### config.mk
export PLATFORM = sky130hd
export DESIGN_NAME = ps2_key_decoder
export DESIGN_NICKNAME = d
export VERILOG_FILES = /design/src/rtl/ps2_pkg.sv /design/src/rtl/ps2_rx.sv /design/src/rtl/ps2_key_decoder.sv
export SDC_FILE = /design/constraint.sdc
export NUM_CORES = 1
export LEC_CHECK = 0
export CAP_MARGIN = 30
export CORE_ASPECT_RATIO = 1.75
export CORE_MARGIN = 2
export CORE_UTILIZATION = 50
export DETAILED_ROUTE_END_ITERATION = 10
export PLACE_DENSITY = 0.67
export SLEW_MARGIN = 20
export SYNTH_ARGS = -nofsm -noshare
export SYNTH_HDL_FRONTEND = slang
export SYNTH_SLANG_ARGS = --single-unit
export TNS_END_PERCENT = 20
### constraint.sdc
create_clock -name clk -period 3.9 [get_ports clk]
set_input_delay 0.39 -clock clk [delete_from_list [all_inputs] [get_ports clk]]
set_output_delay 0.39 -clock clk [all_outputs]
set_load 0.01 [all_outputs]
### src/rtl/ps2_pkg.sv
// ps2_pkg: shared state encodings, prefix constants and game scan codes for the PS/2 keyboard path
package ps2_pkg;

    typedef enum logic [1:0] {RX_IDLE, RX_DATA, RX_PARITY, RX_STOP} rx_state_t;
    typedef enum logic [1:0] {D_IDLE, D_E0, D_F0, D_E0F0} dec_state_t;

    localparam logic [7:0] PS2_PREFIX_EXT = 8'hE0;
    localparam logic [7:0] PS2_PREFIX_BRK = 8'hF0;
    localparam logic [7:0] KEY_NONE       = 8'h00;

    localparam logic [7:0] KEY_W     = 8'h1D;
    localparam logic [7:0] KEY_S     = 8'h1B;
    localparam logic [7:0] KEY_A     = 8'h1C;
    localparam logic [7:0] KEY_D     = 8'h23;
    localparam logic [7:0] KEY_ESC   = 8'h76;
    localparam logic [7:0] KEY_UP    = 8'h75;
    localparam logic [7:0] KEY_DOWN  = 8'h72;
    localparam logic [7:0] KEY_LEFT  = 8'h6B;
    localparam logic [7:0] KEY_RIGHT = 8'h74;

    // odd parity holds when data plus parity bit carry an odd number of ones
    function automatic logic odd_parity_ok(input logic [7:0] data, input logic par);
        return ^{data, par};
    endfunction

endpackage

### src/rtl/ps2_rx.sv
// ps2_rx: synchronises and filters the PS/2 lines, then deframes 11-bit keyboard frames with timeout
module ps2_rx
    import ps2_pkg::*;
#(
    parameter int FILTER_LEN     = 8,
    parameter int TIMEOUT_CYCLES = 50000,
    parameter int CNT_W          = 16
) (
    input  logic       clk,
    input  logic       reset,
    input  logic       ps2_clk,
    input  logic       ps2_data,
    output logic [7:0] rx_byte,
    output logic       rx_valid,
    output logic       frame_err
);

    localparam int FW = $clog2(FILTER_LEN) + 1;

    logic [1:0]       clk_sync_q, clk_sync_d;
    logic [1:0]       dat_sync_q, dat_sync_d;
    logic             filt_q, filt_d;
    logic [FW-1:0]    filt_cnt_q, filt_cnt_d;
    logic             fall;
    logic             dat;
    rx_state_t        state_q;
    logic [2:0]       bit_cnt_q;
    logic [7:0]       shift_q;
    logic             par_ok_q;
    logic [CNT_W-1:0] tmo_q;
    logic [7:0]       rx_byte_q;
    logic             rx_valid_q;
    logic             frame_err_q;

    // two-stage synchronisers and a level filter that flips only after FILTER_LEN differing samples
    always_comb begin
        clk_sync_d = {clk_sync_q[0], ps2_clk};
        dat_sync_d = {dat_sync_q[0], ps2_data};
        filt_d     = filt_q;
        filt_cnt_d = '0;
        if (clk_sync_q[1] != filt_q) begin
            filt_cnt_d = filt_cnt_q + 1'b1;
            if (filt_cnt_q == FW'(FILTER_LEN - 1)) begin
                filt_d     = clk_sync_q[1];
                filt_cnt_d = '0;
            end
        end
        fall = filt_q & ~filt_d;
        dat  = dat_sync_q[1];
    end

    // input conditioning registers; idle PS/2 lines rest high
    always_ff @(posedge clk) begin
        if (reset) begin
            clk_sync_q <= 2'b11;
            dat_sync_q <= 2'b11;
            filt_q     <= 1'b1;
            filt_cnt_q <= '0;
        end else begin
            clk_sync_q <= clk_sync_d;
            dat_sync_q <= dat_sync_d;
            filt_q     <= filt_d;
            filt_cnt_q <= filt_cnt_d;
        end
    end

    // frame FSM: start, eight data bits LSB first, odd parity, stop; a stalled frame is abandoned
    always_ff @(posedge clk) begin
        if (reset) begin
            state_q     <= RX_IDLE;
            bit_cnt_q   <= '0;
            shift_q     <= '0;
            par_ok_q    <= 1'b0;
            tmo_q       <= '0;
            rx_byte_q   <= '0;
            rx_valid_q  <= 1'b0;
            frame_err_q <= 1'b0;
        end else begin
            rx_valid_q  <= 1'b0;
            frame_err_q <= 1'b0;
            tmo_q       <= (state_q == RX_IDLE || fall) ? '0 : tmo_q + 1'b1;
            if (fall) begin
                case (state_q)
                    RX_IDLE: begin
                        bit_cnt_q <= '0;
                        if (dat) frame_err_q <= 1'b1;
                        else     state_q     <= RX_DATA;
                    end
                    RX_DATA: begin
                        shift_q   <= {dat, shift_q[7:1]};
                        bit_cnt_q <= bit_cnt_q + 1'b1;
                        if (bit_cnt_q == 3'd7) state_q <= RX_PARITY;
                    end
                    RX_PARITY: begin
                        par_ok_q <= odd_parity_ok(shift_q, dat);
                        state_q  <= RX_STOP;
                    end
                    default: begin
                        if (dat && par_ok_q) begin
                            rx_byte_q  <= shift_q;
                            rx_valid_q <= 1'b1;
                        end else begin
                            frame_err_q <= 1'b1;
                        end
                        state_q <= RX_IDLE;
                    end
                endcase
            end else if (state_q != RX_IDLE && tmo_q == CNT_W'(TIMEOUT_CYCLES - 1)) begin
                state_q     <= RX_IDLE;
                frame_err_q <= 1'b1;
            end
        end
    end

    assign rx_byte   = rx_byte_q;
    assign rx_valid  = rx_valid_q;
    assign frame_err = frame_err_q;

endmodule

### src/rtl/ps2_key_decoder.sv
// ps2_key_decoder: turns PS/2 make/break/E0 byte streams into the currently held key code
module ps2_key_decoder
    import ps2_pkg::*;
#(
    parameter int FILTER_LEN     = 8,
    parameter int TIMEOUT_CYCLES = 50000,
    parameter int CNT_W          = 16
) (
    input  logic       clk,
    input  logic       reset,
    input  logic       ps2_clk,
    input  logic       ps2_data,
    output logic [7:0] key_code,
    output logic       key_ext,
    output logic       key_event,
    output logic       frame_err
);

    logic [7:0] rx_byte;
    logic       rx_valid;
    dec_state_t dstate_q, dstate_d;
    logic [7:0] code_q, code_d;
    logic       ext_q, ext_d;
    logic       event_q, event_d;

    ps2_rx #(
        .FILTER_LEN     (FILTER_LEN),
        .TIMEOUT_CYCLES (TIMEOUT_CYCLES),
        .CNT_W          (CNT_W)
    ) u_rx (
        .clk       (clk),
        .reset     (reset),
        .ps2_clk   (ps2_clk),
        .ps2_data  (ps2_data),
        .rx_byte   (rx_byte),
        .rx_valid  (rx_valid),
        .frame_err (frame_err)
    );

    // prefix tracking; the latest make wins and a break only clears the key it names
    always_comb begin
        dstate_d = dstate_q;
        code_d   = code_q;
        ext_d    = ext_q;
        if (rx_valid) begin
            case (dstate_q)
                D_IDLE: begin
                    if (rx_byte == PS2_PREFIX_EXT)      dstate_d = D_E0;
                    else if (rx_byte == PS2_PREFIX_BRK) dstate_d = D_F0;
                    else begin
                        code_d = rx_byte;
                        ext_d  = 1'b0;
                    end
                end
                D_E0: begin
                    if (rx_byte == PS2_PREFIX_BRK) dstate_d = D_E0F0;
                    else if (rx_byte != PS2_PREFIX_EXT) begin
                        code_d   = rx_byte;
                        ext_d    = 1'b1;
                        dstate_d = D_IDLE;
                    end
                end
                default: begin
                    if (rx_byte == code_q && ext_q == (dstate_q == D_E0F0)) begin
                        code_d = KEY_NONE;
                        ext_d  = 1'b0;
                    end
                    dstate_d = D_IDLE;
                end
            endcase
        end
        event_d = (code_d != code_q) || (ext_d != ext_q);
    end

    // held-key registers and change pulse
    always_ff @(posedge clk) begin
        if (reset) begin
            dstate_q <= D_IDLE;
            code_q   <= KEY_NONE;
            ext_q    <= 1'b0;
            event_q  <= 1'b0;
        end else begin
            dstate_q <= dstate_d;
            code_q   <= code_d;
            ext_q    <= ext_d;
            event_q  <= event_d;
        end
    end

    assign key_code  = code_q;
    assign key_ext   = ext_q;
    assign key_event = event_q;

endmodule

==> qor.csv <==
stage,metric,value,unit
run_status,outcome,finished clean,
pwr,fin_total_pwr,1.13,mW
setup_path,r2r-end,key_event$_SDFF_PP0_,
global_routing,grt_pass1_vias,2073,
placed_design,dpl.cell_count,385,
floorplanning,die_w,60.4,um
global_routing,grt-ovfl-total,0,
logic_synthesis,post-synth-top-area-cell,dfxtp_1,
floorplanning,pin_count,15,
clock_network,post_cts_buffers,0,
floorplanning,num_rows,36,
routing,wl,5390,um
global_routing,grt_pass1_wl,9200,um
worst_hold_path,whs_path_depth,1,
timing,max_clock_freq,522,MHz
clock_network,clk_pin_slew,0.08,ns
clock_network,cts-resized-gates,0,
clock_network,ctsHoldBuffers,0,
placed_design,dp_slack,1.87,ns
pwr,clkPwrFrac,43.1,%
timing,worst_pin_slew,0.539,ns
logic_synthesis,synth_top_family_by_area,simple AND/OR/NAND/NOR gates,
timing,tns,0,ns
routing,drt-initial-drc-count,102,
setup_path,r2r_start,u_rx.rx_byte[4]$_SDFFE_PP0P_,
setup_path,path_cells,xor2_1 > nor3_1 > a31oi_1 > or3_1 > o22ai_1,
timing,worst_slack,1.98,ns
timing,setup_viol_count_final,0,
logic_synthesis,avgSynthCellArea,9.20,um2
worst_hold_path,hold_path.class,flip-flop to flip-flop,
pwr,p_per_area,358,nW/um2
placed_design,portBuffers,14,
setup_path,cp_slowest_cell,nor3_1,
setup_path,crit_required,4.16,ns
pwr,p_leak,1.13,nW
routing,drtPass1Iterations,4,
cells_and_area,instances_no_fill,401,
clock_network,cts.sinks,61,
setup_path,slowest_delay,0.44,ns
cells_and_area,final_cell_area,3150,um2
setup_path,arrival,2.18,ns
setup_path,cp_max_fo,7,
routing,via_count,2104,
floorplanning,coreArea,5500,um2
global_routing,grt_use_total,20.0,%
setup_path,r2r_cells,5,
clock_network,clock_path_buffers,2,
worst_hold_path,min-delay-start,u_rx.clk_sync_q[0]$_SDFF_PP1_,
routing,avgViaCountPerCell,5.25,
placed_design,finalWeightedCongestion,0.819,
timing,slew_headroom,63.9,%
logic_synthesis,yosysWarnings,0,
floorplanning,die_area,6210,um2
logic_synthesis,synth-xor-area-share,10.6,%
worst_hold_path,holdPathEnd,u_rx.clk_sync_q[1]$_SDFF_PP1_,
routing,wl_per_cell,13.4,um
logic_synthesis,async_flop_share,0,%
logic_synthesis,yosys-top-cells-area,"dfxtp_1, nor2_1, xor2_1",
cells_and_area,antenna_cells,0,
routing,drc,0,
setup_path,reg2reg_setup_slack,1.98,ns
cells_and_area,layout_commonest_cell,dfxtp_1,
cells_and_area,finalNetCount,332,
pwr,switching_share,23.6,%
cells_and_area,finish.utilization,57.4,%
clock_network,cts_root_buf,clkbuf_8,
logic_synthesis,synth-seq-cells,61,
logic_synthesis,synth_fa_ha_area_share,3.59,%
pwr,vdd_drop_max,0.309,mV
clock_network,cts_made_buffers,9,
placed_design,placed_area,2980,um2
floorplanning,fp.dieH,103,um
logic_synthesis,syn-cell-area,2790,um2
logic_synthesis,yosysSeqAreaShare,43.8,%
logic_synthesis,syn_inst,303,
job,cap_violations,0,
logic_synthesis,synth_compound_area_share,10.6,%
timing,finalCritPeriodShare,49.2,%
timing,hold_viol,0,
logic_synthesis,synth_top_area_share,43.8,%
setup_path,cp-start-kind,flip-flop,
timing,rsz0062_at_grt,false,
logic_synthesis,synth_simple_gate_area_share,22.7,%
clock_network,cts_max_level,3,
logic_synthesis,syn_nets,315,
cells_and_area,drive_above_1_share,9.23,%
pwr,power_frac_seq,55.5,%
logic_synthesis,synth_cell_types,47,
logic_synthesis,synth_edf_count,0,
clock_network,worstSkewPairLatency,0.34,ns
logic_synthesis,synthFlopType,dfxtp_1,
routing,ant_nets,0,
placed_design,dp.final_hpwl,4000,um
pwr,intPower,862,uW
timing,timing.final.crit_period,1.92,ns
cells_and_area,final_cell_mix,"dfxtp_1, nor2_1, nand2_1, xor2_1, mux2i_1",
global_routing,grt_max_degree,29,
pwr,p_comb_share,1.4,%
timing,fin_hold_ws,0.411,ns
setup_path,crit_type,flip-flop to flip-flop,
pwr,p_sw,266,uW
global_routing,antenna_found_initial,0,
timing,fin_skew,0.0132,ns
logic_synthesis,muxShareOfSynthArea,5.75,%
cells_and_area,synthToLayoutAreaGrowth,13.2,%
timing,slew_viol_final,0,
setup_path,worst_setup_path_end_kind,flip-flop,
clock_network,cts_tree,built,
floorplanning,initial_core_util,50.7,%
## cell usage after synthesis, drive strengths merged, types with 3 or more instances
cell type,n
a211oi,3
nand2,21
and3,6
mux2i,16
nor2,50
inv,8
xnor2,12
o21ai,11
nand2b,3
a31oi,5
or3,3
ha,8
buf,3
nor2b,6
xor2,19
nor3,7
o41ai,3
or2,4
dfxtp,61
or4,3
nand3,12
a21oi,11
a22oi,4
nand4,3
clkbuf,5
## cell families (layout without fill, tap and decap cells)
kind of cell / count (synthesis) / count (layout)
simple gates: 126 / 126
xor+xnor: 32 / 32
flops: 61 / 61
mux: 16 / 16
buf+inv: 17 / 39
compound gates: 43 / 43
fa+ha+maj: 8 / 8
## registers in the layout (all words and copies together), names as in the netlist, 2 cells and up
signal,cells
dstate_q,2
u_rx.clk_sync_q,2
u_rx.bit_cnt_q,3
u_rx.filt_cnt_q,4
u_rx.dat_sync_q,2
u_rx.state_q,2
u_rx.rx_byte,8
key_code,8
u_rx.tmo_q,16
u_rx.shift_q,8
## worst max path at each step
stage	from	endpoint
3_5_place_dp	reset	u_rx.tmo_q[10]$_SDFF_PP0_
3_3_place_gp	reset	u_rx.tmo_q[9]$_SDFF_PP0_
4_1_cts	u_rx.filt_cnt_q[0]$_SDFF_PP0_	u_rx.rx_byte[1]$_SDFFE_PP0P_
2_1_floorplan	u_rx.filt_cnt_q[0]$_SDFF_PP0_	u_rx.rx_byte[0]$_SDFFE_PP0P_
5_1_grt	u_rx.filt_cnt_q[0]$_SDFF_PP0_	u_rx.rx_byte[6]$_SDFFE_PP0P_
6_report	u_rx.rx_byte[4]$_SDFFE_PP0P_	key_event$_SDFF_PP0_
## routing by layer
metal | track usage (%) | wire, um | vias up
li1 | - | - | 1081
met1 | 20.9 | 2130 | 978
met2 | 35.5 | 2940 | 30
met3 | 4.52 | 119 | 15
met4 | 11.5 | 207 | 0
met5 | 0 | 0 | -
## area by class of cell
type	instances	area, um2
inverter	8	30.0
sequential	61	1220
multi-input combinational	225	1480
timing repair buffer	15	148
tap	76	95.1
clock buffer	9	124
clock inverter	7	52.6
fill	514	2340
## power by group through the flow
stage          logic (mW)  clock network, mW  registers, mW
2_1_floorplan      0.0121                  0          0.640
3_3_place_gp       0.0154                  0          0.640
3_5_place_dp       0.0159                  0          0.640
4_1_cts            0.0159              0.496          0.626
5_1_grt            0.0173              0.528          0.626
6_report           0.0157              0.486          0.626
## worst max-delay path, delay by kind of cell (launching register included)
family          cells  cell delay, ns
simple gates        2            0.85
compound gates      2            0.44
flops               1            0.38
xor+xnor            1            0.18
Power figures use the tool's default switching activity.
